<file path="src/rtl/seg_scan_if.sv">
// Load/display bundle between a value source (master) and the 4-digit scan driver (slave).
interface seg_scan_if;
    logic        load;
    logic [15:0] bcd_in;
    logic        blank_lz;
    logic [6:0]  seg;
    logic [3:0]  dig_en;
    logic        err;

    modport master (output load, output bcd_in, output blank_lz,
                    input  seg,  input  dig_en, input  err);
    modport slave  (input  load, input  bcd_in, input  blank_lz,
                    output seg,  output dig_en, output err);
endinterface

</file>
<file path="src/rtl/seg_scan_driver.sv">
// 4-digit multiplexed seven-segment driver: holds a packed-BCD value and scans
// one digit per REFRESH_DIV cycles, with optional leading-zero blanking.
module seg_scan_driver #(
    parameter int unsigned REFRESH_DIV = 50000
) (
    input  logic       clk,
    input  logic       rst,
    seg_scan_if.slave  bus
);
    localparam int unsigned CNT_W = (REFRESH_DIV > 2) ? $clog2(REFRESH_DIV) : 1;
    localparam int unsigned NIB_W = 4;
    localparam int unsigned SEG_W = 7;

    logic [CNT_W-1:0] cnt;
    logic [1:0]       idx;
    logic [15:0]      hold;
    logic             hold_blk;

    logic             tick_c;
    logic [NIB_W-1:0] nib_c;
    logic             blank_c;
    logic [SEG_W-1:0] seg_c;
    logic             bad_c;

    // gfedcba pattern for one nibble; anything above 9 shows a dash
    function automatic logic [SEG_W-1:0] encode(input logic [NIB_W-1:0] n);
        case (n)
            4'd0:    encode = 7'b0111111;
            4'd1:    encode = 7'b0000110;
            4'd2:    encode = 7'b1011011;
            4'd3:    encode = 7'b1001111;
            4'd4:    encode = 7'b1100110;
            4'd5:    encode = 7'b1101101;
            4'd6:    encode = 7'b1111101;
            4'd7:    encode = 7'b0000111;
            4'd8:    encode = 7'b1111111;
            4'd9:    encode = 7'b1100111;
            default: encode = 7'b1000000;
        endcase
    endfunction

    assign tick_c = (cnt == CNT_W'(REFRESH_DIV - 1));

    // A digit is blank when it and all higher nibbles are zero; digit 0 always shows
    always_comb begin
        nib_c   = 4'(hold >> {idx, 2'b00});
        blank_c = 1'b0;
        case (idx)
            2'd1:    blank_c = (hold[15:4]  == 12'd0);
            2'd2:    blank_c = (hold[15:8]  == 8'd0);
            2'd3:    blank_c = (hold[15:12] == 4'd0);
            default: blank_c = 1'b0;
        endcase
        blank_c = blank_c & hold_blk;
        seg_c   = blank_c ? '0 : encode(nib_c);
    end

    always_comb begin
        bad_c = 1'b0;
        for (int i = 0; i < 4; i++) begin
            if (bus.bcd_in[4*i +: 4] > 4'd9) begin
                bad_c = 1'b1;
            end
        end
    end

    // Refresh counter and digit index
    always_ff @(posedge clk) begin
        if (rst) begin
            cnt <= '0;
            idx <= 2'd0;
        end else if (tick_c) begin
            cnt <= '0;
            idx <= idx + 2'd1;
        end else begin
            cnt <= cnt + CNT_W'(1);
        end
    end

    // Holding register and error flag, captured on load
    always_ff @(posedge clk) begin
        if (rst) begin
            hold     <= 16'd0;
            hold_blk <= 1'b0;
            bus.err  <= 1'b0;
        end else if (bus.load) begin
            hold     <= bus.bcd_in;
            hold_blk <= bus.blank_lz;
            bus.err  <= bad_c;
        end
    end

    // Registered display outputs from the pre-edge hold/idx
    always_ff @(posedge clk) begin
        if (rst) begin
            bus.seg    <= '0;
            bus.dig_en <= 4'd0;
        end else begin
            bus.seg    <= seg_c;
            bus.dig_en <= 4'(1) << idx;
        end
    end

endmodule

</file>
<file path="src/flat_wrapper.sv">
// flat-port wrapper written by rule: the top's interface ports become plain ports
module seg_scan_driver_flat 
#(
    parameter int unsigned REFRESH_DIV = 50000
)
  (clk, rst, bus_load, bus_bcd_in, bus_blank_lz, bus_seg, bus_dig_en, bus_err);
  seg_scan_if bus_i ();
  input  logic clk;
  input  logic rst;
  input wire logic [$bits(bus_i.load)-1:0] bus_load;
  input wire logic [$bits(bus_i.bcd_in)-1:0] bus_bcd_in;
  input wire logic [$bits(bus_i.blank_lz)-1:0] bus_blank_lz;
  output wire logic [$bits(bus_i.seg)-1:0] bus_seg;
  output wire logic [$bits(bus_i.dig_en)-1:0] bus_dig_en;
  output wire logic [$bits(bus_i.err)-1:0] bus_err;
  assign bus_i.load = bus_load;
  assign bus_i.bcd_in = bus_bcd_in;
  assign bus_i.blank_lz = bus_blank_lz;
  assign bus_seg = bus_i.seg;
  assign bus_dig_en = bus_i.dig_en;
  assign bus_err = bus_i.err;
  seg_scan_driver #(.REFRESH_DIV(REFRESH_DIV)) u_core (.clk(clk), .rst(rst), .bus(bus_i));
endmodule
</file>
<file path="config.mk">
export PLATFORM = sky130hd
export DESIGN_NAME = seg_scan_driver_flat
export DESIGN_NICKNAME = d
export VERILOG_FILES = /design/src/rtl/seg_scan_if.sv /design/src/rtl/seg_scan_driver.sv /design/src/flat_wrapper.sv
export SDC_FILE = /design/constraint.sdc
export NUM_CORES = 1
export LEC_CHECK = 0
export CAP_MARGIN = 20
export CORE_ASPECT_RATIO = 0.7
export CORE_UTILIZATION = 55
export CTS_BUF_LIST = sky130_fd_sc_hd__clkbuf_8
export CTS_CLUSTER_SIZE = 40
export DETAILED_ROUTE_END_ITERATION = 12
export PLACE_DENSITY = 0.87
export RECOVER_POWER = 25
export SYNTH_ARGS = -nofsm -noshare
export SYNTH_HDL_FRONTEND = slang
export SYNTH_SLANG_ARGS = --single-unit
</file>
<file path="constraint.sdc">
create_clock -name clk -period 2.36 [get_ports clk]
set_clock_uncertainty 0.15 [all_clocks]
set_input_delay 0.354 -clock clk [delete_from_list [all_inputs] [get_ports clk]]
set_output_delay 0.354 -clock clk [all_outputs]
set_load 0.05 [all_outputs]
</file>
== Yosys cells after proc, flatten, opt, wreduce, memory -nomap -nowiden ==
Memories as Yosys holds them, arrays and structs flattened. A register that Yosys moved wholly into a read port is not among the register bits.
Index checks and enable logic that the tools add are counted.

* Register bits: 40
* Bits in latches: 0
* Bits in writable memories: 0
* Bits in read-only memories: 112
* Input port bits: 20
* Output and inout bits: 12
* Logic and storage cells: 30
* Memories kept: 1

* $add $sub $neg: 2
* Multipliers: 0
* Div/mod/pow operators: 0
* $lt $le $gt $ge: 4
* Eq/ne operators: 4
* Shifts and indexed selects: 2
* Multiplexer cells: 5
* Bitwise operators: 1
* Reductions and logical operators: 5

{| class="wikitable"
|+ Memory list
! name !! depth !! width !! read ports !! clocked after memory_dff !! write ports !! line !! text
|-
| (name not given) || 16 || 7 || 1 || 1 || 0 || seg_scan_driver.sv:27 || <nowiki>case (n)</nowiki>
|}

{| class="wikitable"
|+ Operators with widths
! cell !! number
|-
| $add A16 B1 Y16 const B || 1
|-
| $eq A16 B16 Y1 const B || 1
|-
| $gt A4 B4 Y1 const B || 4
|-
| $shr A16 B4 Y4 || 1
|-
| $logic_not A12 Y1 || 1
|-
| $logic_not A8 Y1 || 1
|-
| $eq A2 B2 Y1 const B || 2
|-
| $logic_not A4 Y1 || 1
|-
| $mux W1 || 4
|-
| $reduce_or A2 Y1 || 2
|-
| $shl A1 B2 Y4 const A || 1
|-
| $pmux W1 S3 || 1
|-
| $add A2 B1 Y2 const B || 1
|-
| $eq A2 B1 Y1 const B || 1
|-
| $and A1 B1 Y1 || 1
|}

== Depth between registers and ports, before layout ==
Gate-level depths: netlist of run 1.

* Depth after elaboration: 5
* Gate-level depth with buffers: 8
* Gate-level depth less buffers: 7

== Least setup slack after synthesis of run 1 ==
OpenSTA, ideal clock, no wires.

* Path kind: reg2reg
* From: register u_core.idx[0]
* To: register u_core.bus.seg[5]
* Library setup time: 0.071 ns
* Arrival time: 1.790 ns
* Required time: 2.139 ns
* Setup slack: 0.349 ns
* Cell stages (with the launch flop): 6
* Buffers on the path: 1
* Clock period less this slack: 2.011 ns
* Path through: dfxtp_1 -> buf_2 -> mux4_2 -> ha_1 -> or3_1 -> a21oi_1

* Word-level cells in the longest chain between the ends: 4

{| class="wikitable"
|+ Ends and longest elaborated chain
! what !! line !! text
|-
| start: declaration || seg_scan_driver.sv:15 || <nowiki>logic [1:0] idx;</nowiki>
|-
| start signal: assignment || seg_scan_driver.sv:74 || <nowiki>idx <= idx + 2'd1;</nowiki>
|-
| $eq A2 B2 Y1 or $eq A2 B1 Y1 (tied branches) || seg_scan_driver.sv:48 || <nowiki>case (idx)</nowiki>
|-
| $pmux W1 S3 || seg_scan_driver.sv:48 ||
|-
| $and A1 B1 Y1 || seg_scan_driver.sv:54 || <nowiki>blank_c = blank_c & hold_blk;</nowiki>
|-
| $reduce_or A2 Y1 (no source line) || - ||
|-
| end: declaration || seg_scan_if.sv:13 || <nowiki>output seg, output dig_en, output err);</nowiki>
|}

Parallel ways exist; a longest one is shown, timed or not.
A chain may end at the register's enable or synchronous reset.

== Worst setup path in the final report of run 1 ==
Same ends and word-level chain as after synthesis.

==> run summary, run 1 <==
Die H: 53.6 µm
Initial drt markers: 76
Post-synth EDFFs: 0
Worst slew pin tran: 871 ps
Worst slew margin: 0.419
Gr ovfl total: 0
Yosys top cell area share: 0.449
WP data arrival: 2130 ps
Antenna diode count: 0
Final Instance Count excl. Fillers: 303
Mux cell area share after synthesis: 0.134
Unrepaired setup endpoints after global routing: no
Starting Density: 0.585
Synth Instances: 218
Share of layout cells above drive strength 1: 0.0672
Net Count, Synth: 249
PortBufs: 31
CP endpoint kind: flip-flop
Synth Area in Simple Gates: 0.193
Row count: 18
Tcrit/Tclk final: 0.864
Boundary Pins: 32
Area Overhead vs Synth: 21.5%
Synthesized area: 2100 µm²
WS Path Type: flip-flop to flip-flop
Synth Warn #: 0
Reg clk slew, reported paths: 80 ps
Grt peak-use layer: met1
Filler Cells Inserted: 276
Avg Vias per Cell: 5.40
Most frequent cell after synthesis: dfxtp_1
CTS root buf: clkbuf_8
Maximum vdd drop: 481 µV
M2 GR Usage: 0.286
Final Util: 0.711
Nets: 283
DRC: 0
Post-CTS Setup Bufs: 0
Post-Route WL: 4000 µm
Detailed-route via count: 1636
Post-synthesis compound-gate area fraction: 0.0669
Worst min-delay path class: flip-flop to flip-flop
Final min period: 2040 ps
Seq/Total Area, Yosys: 0.449
CTS sink cnt: 47
Routing usage on met1: 0.309
Number of H-tree levels: 2
Distinct cells, synth: 34
Number of global-route vias before repair: 1342
Leakage: 0.979 nW
Inst Count DP: 295
Final ANT Viol Nets: 0
Status: complete, no violations
Yosys top cell by area: dfxtp_1
CTS tree: done
Commonest cells post-synth: dfxtp_1 (47), nor2_1 (40), mux2i_1 (19)
Post-detail-place hpwl: 2900 µm
Die width: 75.8 µm
Top FF cell, synth: dfxtp_1
Final hold viol count: 0
Total GRT Usage: 0.210
Worst setup SP type: flip-flop
Drt first pass iters: 4
DR WL/cell: 13.2 µm
Total Neg Setup Slack: 0 ps
Global-route wire length before repair: 6250 µm
CP required: 2450 ps
Core area: 3580 µm²
Largest family of logic cells by synthesized area: simple AND/OR/NAND/NOR gates
Async SR Flop Fraction: 0
Worst-skew pair later-pin latency: 300 ps
Xor/xnor share of the synthesized area: 0.0543
Adder-Cell Fraction of Synth Area: 0.0657
Avg Inst Size Synth: 9.61 µm²
Flops & latches, synth: 47
Pin count of the biggest net entering global routing: 22
# setup viols final: 0
CTS Buf Count: 5
Antenna violations before repair: 0
Clk buf depth: 2
Die area: 4070 µm²
Fmax achieved: 0.490 GHz
Worst Path Max Fanout: 6
MaxCap Viol Count: 0
Post-CTS Hold Buffers: 0
Hold slack final: 312 ps
Top cells by area, synth: dfxtp_1 (45%), mux2i_1 (9.1%), nor2_1 (7.2%), ha_1 (6.6%), xnor2_1 (5.0%)
GR Util met3: 0.0618
Pwr/cell area: 606 nW/µm²
Fin. max-slew vios: 0
Placer Congestion: 0.882
CTS resizes: 0
final timing paths:
| kind | from | end | slack [ps] | cells after the start |
|---|---|---|---|---|
| worst min-delay path | u_core.cnt[0] | u_core.cnt[0] | 310 | 1 |
| worst min register to register | u_core.cnt[0] | u_core.cnt[0] | 310 | 1 |
| worst max register to register | u_core.idx[0] | u_core.bus.seg[5] | 320 | 4 |
| worst max-delay path | u_core.idx[0] | u_core.bus.seg[5] | 320 | 4 |
registers in the layout (all words and copies together), names as in the netlist:
name and cells:
u_core.cnt 16, u_core.hold 16, u_core.bus.seg 7, u_core.bus.dig_en 4, u_core.idx 2, u_core.bus.err 1
u_core.hold_blk 1
cells by family after synthesis:
logic type | count (synthesis)
adders and majority gates | 11
xor gates and xnor gates | 13
buffers and inverters | 20
AOI/OAI and AO/OA | 23
and+or+nand+nor | 81
muxes | 23
DFF | 47
metrics by stage:
stage                     total power, W  setup slack (ps)  area (µm²)
after global placement           0.00108               373        2470
after floorplan                  0.00100               349        2100
after CTS                        0.00155               304        2550
final                            0.00154               320        2550
after global routing             0.00160               216        2550
after detailed placement         0.00109               328        2470
cell type report:
cell class | count | area, µm² | share of cell area
inverter | 12 | 45.0 | 0.0177
tap | 50 | 62.6 | 0.0246
clock inverter | 3 | 15.0 | 0.00590
multi-input combinational | 151 | 1080 | 0.423
timing repair buffer | 35 | 337 | 0.132
sequential | 47 | 941 | 0.370
clock buffer | 5 | 68.8 | 0.0270
layout by cell type, fill, tap and decap left out, drive strengths merged, types with 7 or more instances in the layout:
cell	Yosys	routed
nor2	40	40
dfxtp	47	47
ha	11	11
mux2i	19	19
a21oi	7	7
nand2	7	7
xnor2	12	12
inv	12	12
clkdlybuf4s50	0	30
power breakdown:
part	switching [W]	internal, W
Sequential	0.0000205	0.000828
Combinational	0.000123	0.0000988
Clock	0.000269	0.000203
critical path, cell delays in order, from the launching register on:
cell	delay [ps]
dfxtp_1	480
mux4_2	620
ha_1	230
or3_1	360
a21oi_1	140
per-layer routing:
layer,part of all wire,vias up
li1,-,821
met1,0.52,766
met2,0.42,41
met3,0.050,8
met4,0.012,0
met5,0,-
Power figures use the tool's default switching activity.
==> inputs of run 2 (changes only) <==
- TNS_END_PERCENT: default -> 1
==> results of run 2 <==
Final layout, timing and power as in run 1 (identical DEF).
==> inputs of run 3 (changes only) <==
- CORE_UTILIZATION: 55 -> 45
- PLACE_DENSITY: 0.87 -> 0.74
==> run 3 against run 2 <==
Compared with the run above:
- clock power is 27% higher
- non-clock buffer count is the same
- highest routed layer unchanged
- die area increased by 21%
- first-iteration DRC count shrank 1.3%
==> run summary, run 3 (synthesis results as in run 1) <==
Status: complete, no violations
DRC: 0 (unchanged)
Crit path from: bus_load
Psw: 0.000399 W (-3.3%)
Final ANT Viol Nets: 0 (unchanged)
Post-detail-place hpwl: 2880 µm (-0.64%)
Total Neg Setup Slack: 0 ps (unchanged)
Final hold viol count: 0 (unchanged)
Worst setup SP type: input port
Avg Vias per Cell: 5.15 (-4.6%)
Post-CTS Hold Buffers: 0 (unchanged)
Unrepaired setup endpoints after global routing: no
Nets: 283 (unchanged)
Met3 wire len: 157 µm (-22%)
Row count: 20 (+2)
Filler Cells Inserted: 389 (+41%)
Number of global-route vias before repair: 1392 (+3.7%)
Final min period: 2180 ps (+143 ps)
# setup viols final: 0 (unchanged)
Core area: 4400 µm² (+23%)
Detailed-route via count: 1586 (-3.1%)
Leakage: 0.989 nW (+0.97%)
WP data arrival: 2190 ps (+60 ps)
DR WL/cell: 12.7 µm (-4.2%)
CP max stage cell: clkbuf_1
CP cell instances: dlygate4sd3_1 > clkbuf_1 > mux2i_1 > nor2_1
Hold slack final: 304 ps (-8.47 ps)
Number of H-tree levels: 2 (unchanged)
CTS Buf Count: 5 (unchanged)
R2R depth: 4 (unchanged)
Fin. max-slew vios: 0 (unchanged)
Clock network power share: 0.359 (+0.053)
Global-route wire length before repair: 6470 µm (+3.4%)
FF-to-FF setup slack: 210 ps (-110 ps)
CP required: 2370 ps (-80 ps)
Pwr/cell area: 646 nW/µm² (+6.7%)
Die width: 83.6 µm (+10%)
Clk buf depth: 2 (unchanged)
Combinational share of power: 0.133 (-0.011)
Initial drt markers: 75 (-1.3%)
Top flop regs: u_core.cnt (16), u_core.hold (16), u_core.bus.seg (7)
Reg clk slew, reported paths: 90 ps (about the same)
CTS tree: done
Reg power frac: 0.508 (-0.042)
Reg2reg end: u_core.bus.seg[5]
Maximum vdd drop: 349 µV (-27%)
Placer Congestion: 0.811 (-8.0%)
Pin count of the biggest net entering global routing: 20 (-9.1%)
Antenna violations before repair: 0 (unchanged)
WS Path Type: input port to flip-flop
CTS root buf: clkbuf_8
Worst slew pin tran: 1270 ps (+402 ps)
Gr ovfl total: 0 (unchanged)
Worst-skew pair later-pin latency: 290 ps (about the same)
CP Capture Point: u_core.hold[14]
Worst min-delay path class: flip-flop to flip-flop
Die H: 59.1 µm (+10%)
Sw frac: 0.239 (-0.0285)
Worst slew margin: 0.151 (-0.268)
Wire length on met2: 1520 µm (-8.8%)
Boundary Pins: 32 (unchanged)
Post-CTS Setup Bufs: 0 (unchanged)
Most common cell after layout, fill and taps aside: dfxtp_1
Total GRT Usage: 0.165 (-0.0442)
Area Overhead vs Synth: 23.2%
Share of layout cells above drive strength 1: 0.0632 (-0.00395)
Worst Path Max Fanout: 19 (+13)
Fmax achieved: 0.458 GHz (-6.5%)
Power Internal: 0.00127 W (+12%)
Metal-1 WL: 2190 µm (+5.0%)
FF-to-FF Start: u_core.idx[0]
Most frequent cells in the layout: dfxtp_1 (47), nor2_1 (40), clkdlybuf4s50_1 (29)
Antenna diode count: 0 (unchanged)
CP endpoint kind: flip-flop
CTS resizes: 0 (unchanged)
Max Used Layer: met4
Starting Density: 0.476 (-0.109)
CTS sink cnt: 47 (unchanged)
Slowest stage delay, CP: 930 ps (+310 ps)
Die area: 4940 µm² (+21%)
Drt first pass iters: 4 (unchanged)
Tcrit/Tclk final: 0.925 (+0.0605)
MaxCap Viol Count: 0 (unchanged)
Post-Route WL: 3900 µm (-2.6%)
PortBufs: 31 (unchanged)
-- run 3: power by group through the flow --
stage          Clock [W]  Combinational [W]  Sequential (W)
2_1_floorplan          0          0.0000935        0.000909
3_3_place_gp           0           0.000220        0.000867
3_5_place_dp           0           0.000223        0.000868
4_1_cts         0.000617           0.000223        0.000849
5_1_grt         0.000651           0.000239        0.000853
6_report        0.000599           0.000222        0.000849
-- run 3: layer usage --
layer	up-vias	track usage
met5	-	0
met4	0	0.0581
met3	2	0.0460
met2	28	0.221
met1	737	0.252
li1	819	-
-- run 3: stage by stage --
stage | utilization | worst slack [ps] | power (W) | instances | cell area, µm²
after floorplan | - | 349 | 0.00100 | 218 | 2100
after global placement | 0.561 | 265 | 0.00109 | 300 | 2470
after detailed placement | 0.561 | 216 | 0.00109 | 300 | 2470
after CTS | 0.588 | 197 | 0.00169 | 308 | 2590
after global routing | 0.586 | 86.0 | 0.00174 | 308 | 2580
final | 0.586 | 177 | 0.00167 | 308 | 2580
-- run 3: worst min-delay path by stage --
| stage | start | endpoint | depth (start not counted) |
|---|---|---|---|
| 6_report | u_core.cnt[0] | u_core.cnt[0] | 1 |
| 5_1_grt | u_core.cnt[0] | u_core.cnt[0] | 1 |
| 4_1_cts | u_core.cnt[0] | u_core.cnt[0] | 1 |
| 3_5_place_dp | u_core.cnt[0] | u_core.cnt[0] | 1 |
| 3_3_place_gp | u_core.cnt[0] | u_core.cnt[0] | 1 |
| 2_1_floorplan | u_core.cnt[0] | u_core.cnt[0] | 1 |
-- run 3: worst max-delay path, delay by kind of cell --
family / cells / cell delay [ps]
muxes: 1 / 300
and+or+nand+nor: 1 / 60
buffers and inverters: 2 / 1460
-- run 3: layout make-up --
| class | count | area (µm²) | share of cell area |
|---|---|---|---|
| multi-input cells | 151 | 1080 | 0.417 |
| flip-flops and latches | 47 | 941 | 0.364 |
| repair buffers | 35 | 333 | 0.129 |
| clock buffers | 6 | 82.6 | 0.0320 |
| well taps | 55 | 68.8 | 0.0266 |
| inverters | 12 | 45.0 | 0.0174 |
| clock inverters | 2 | 35.0 | 0.0136 |
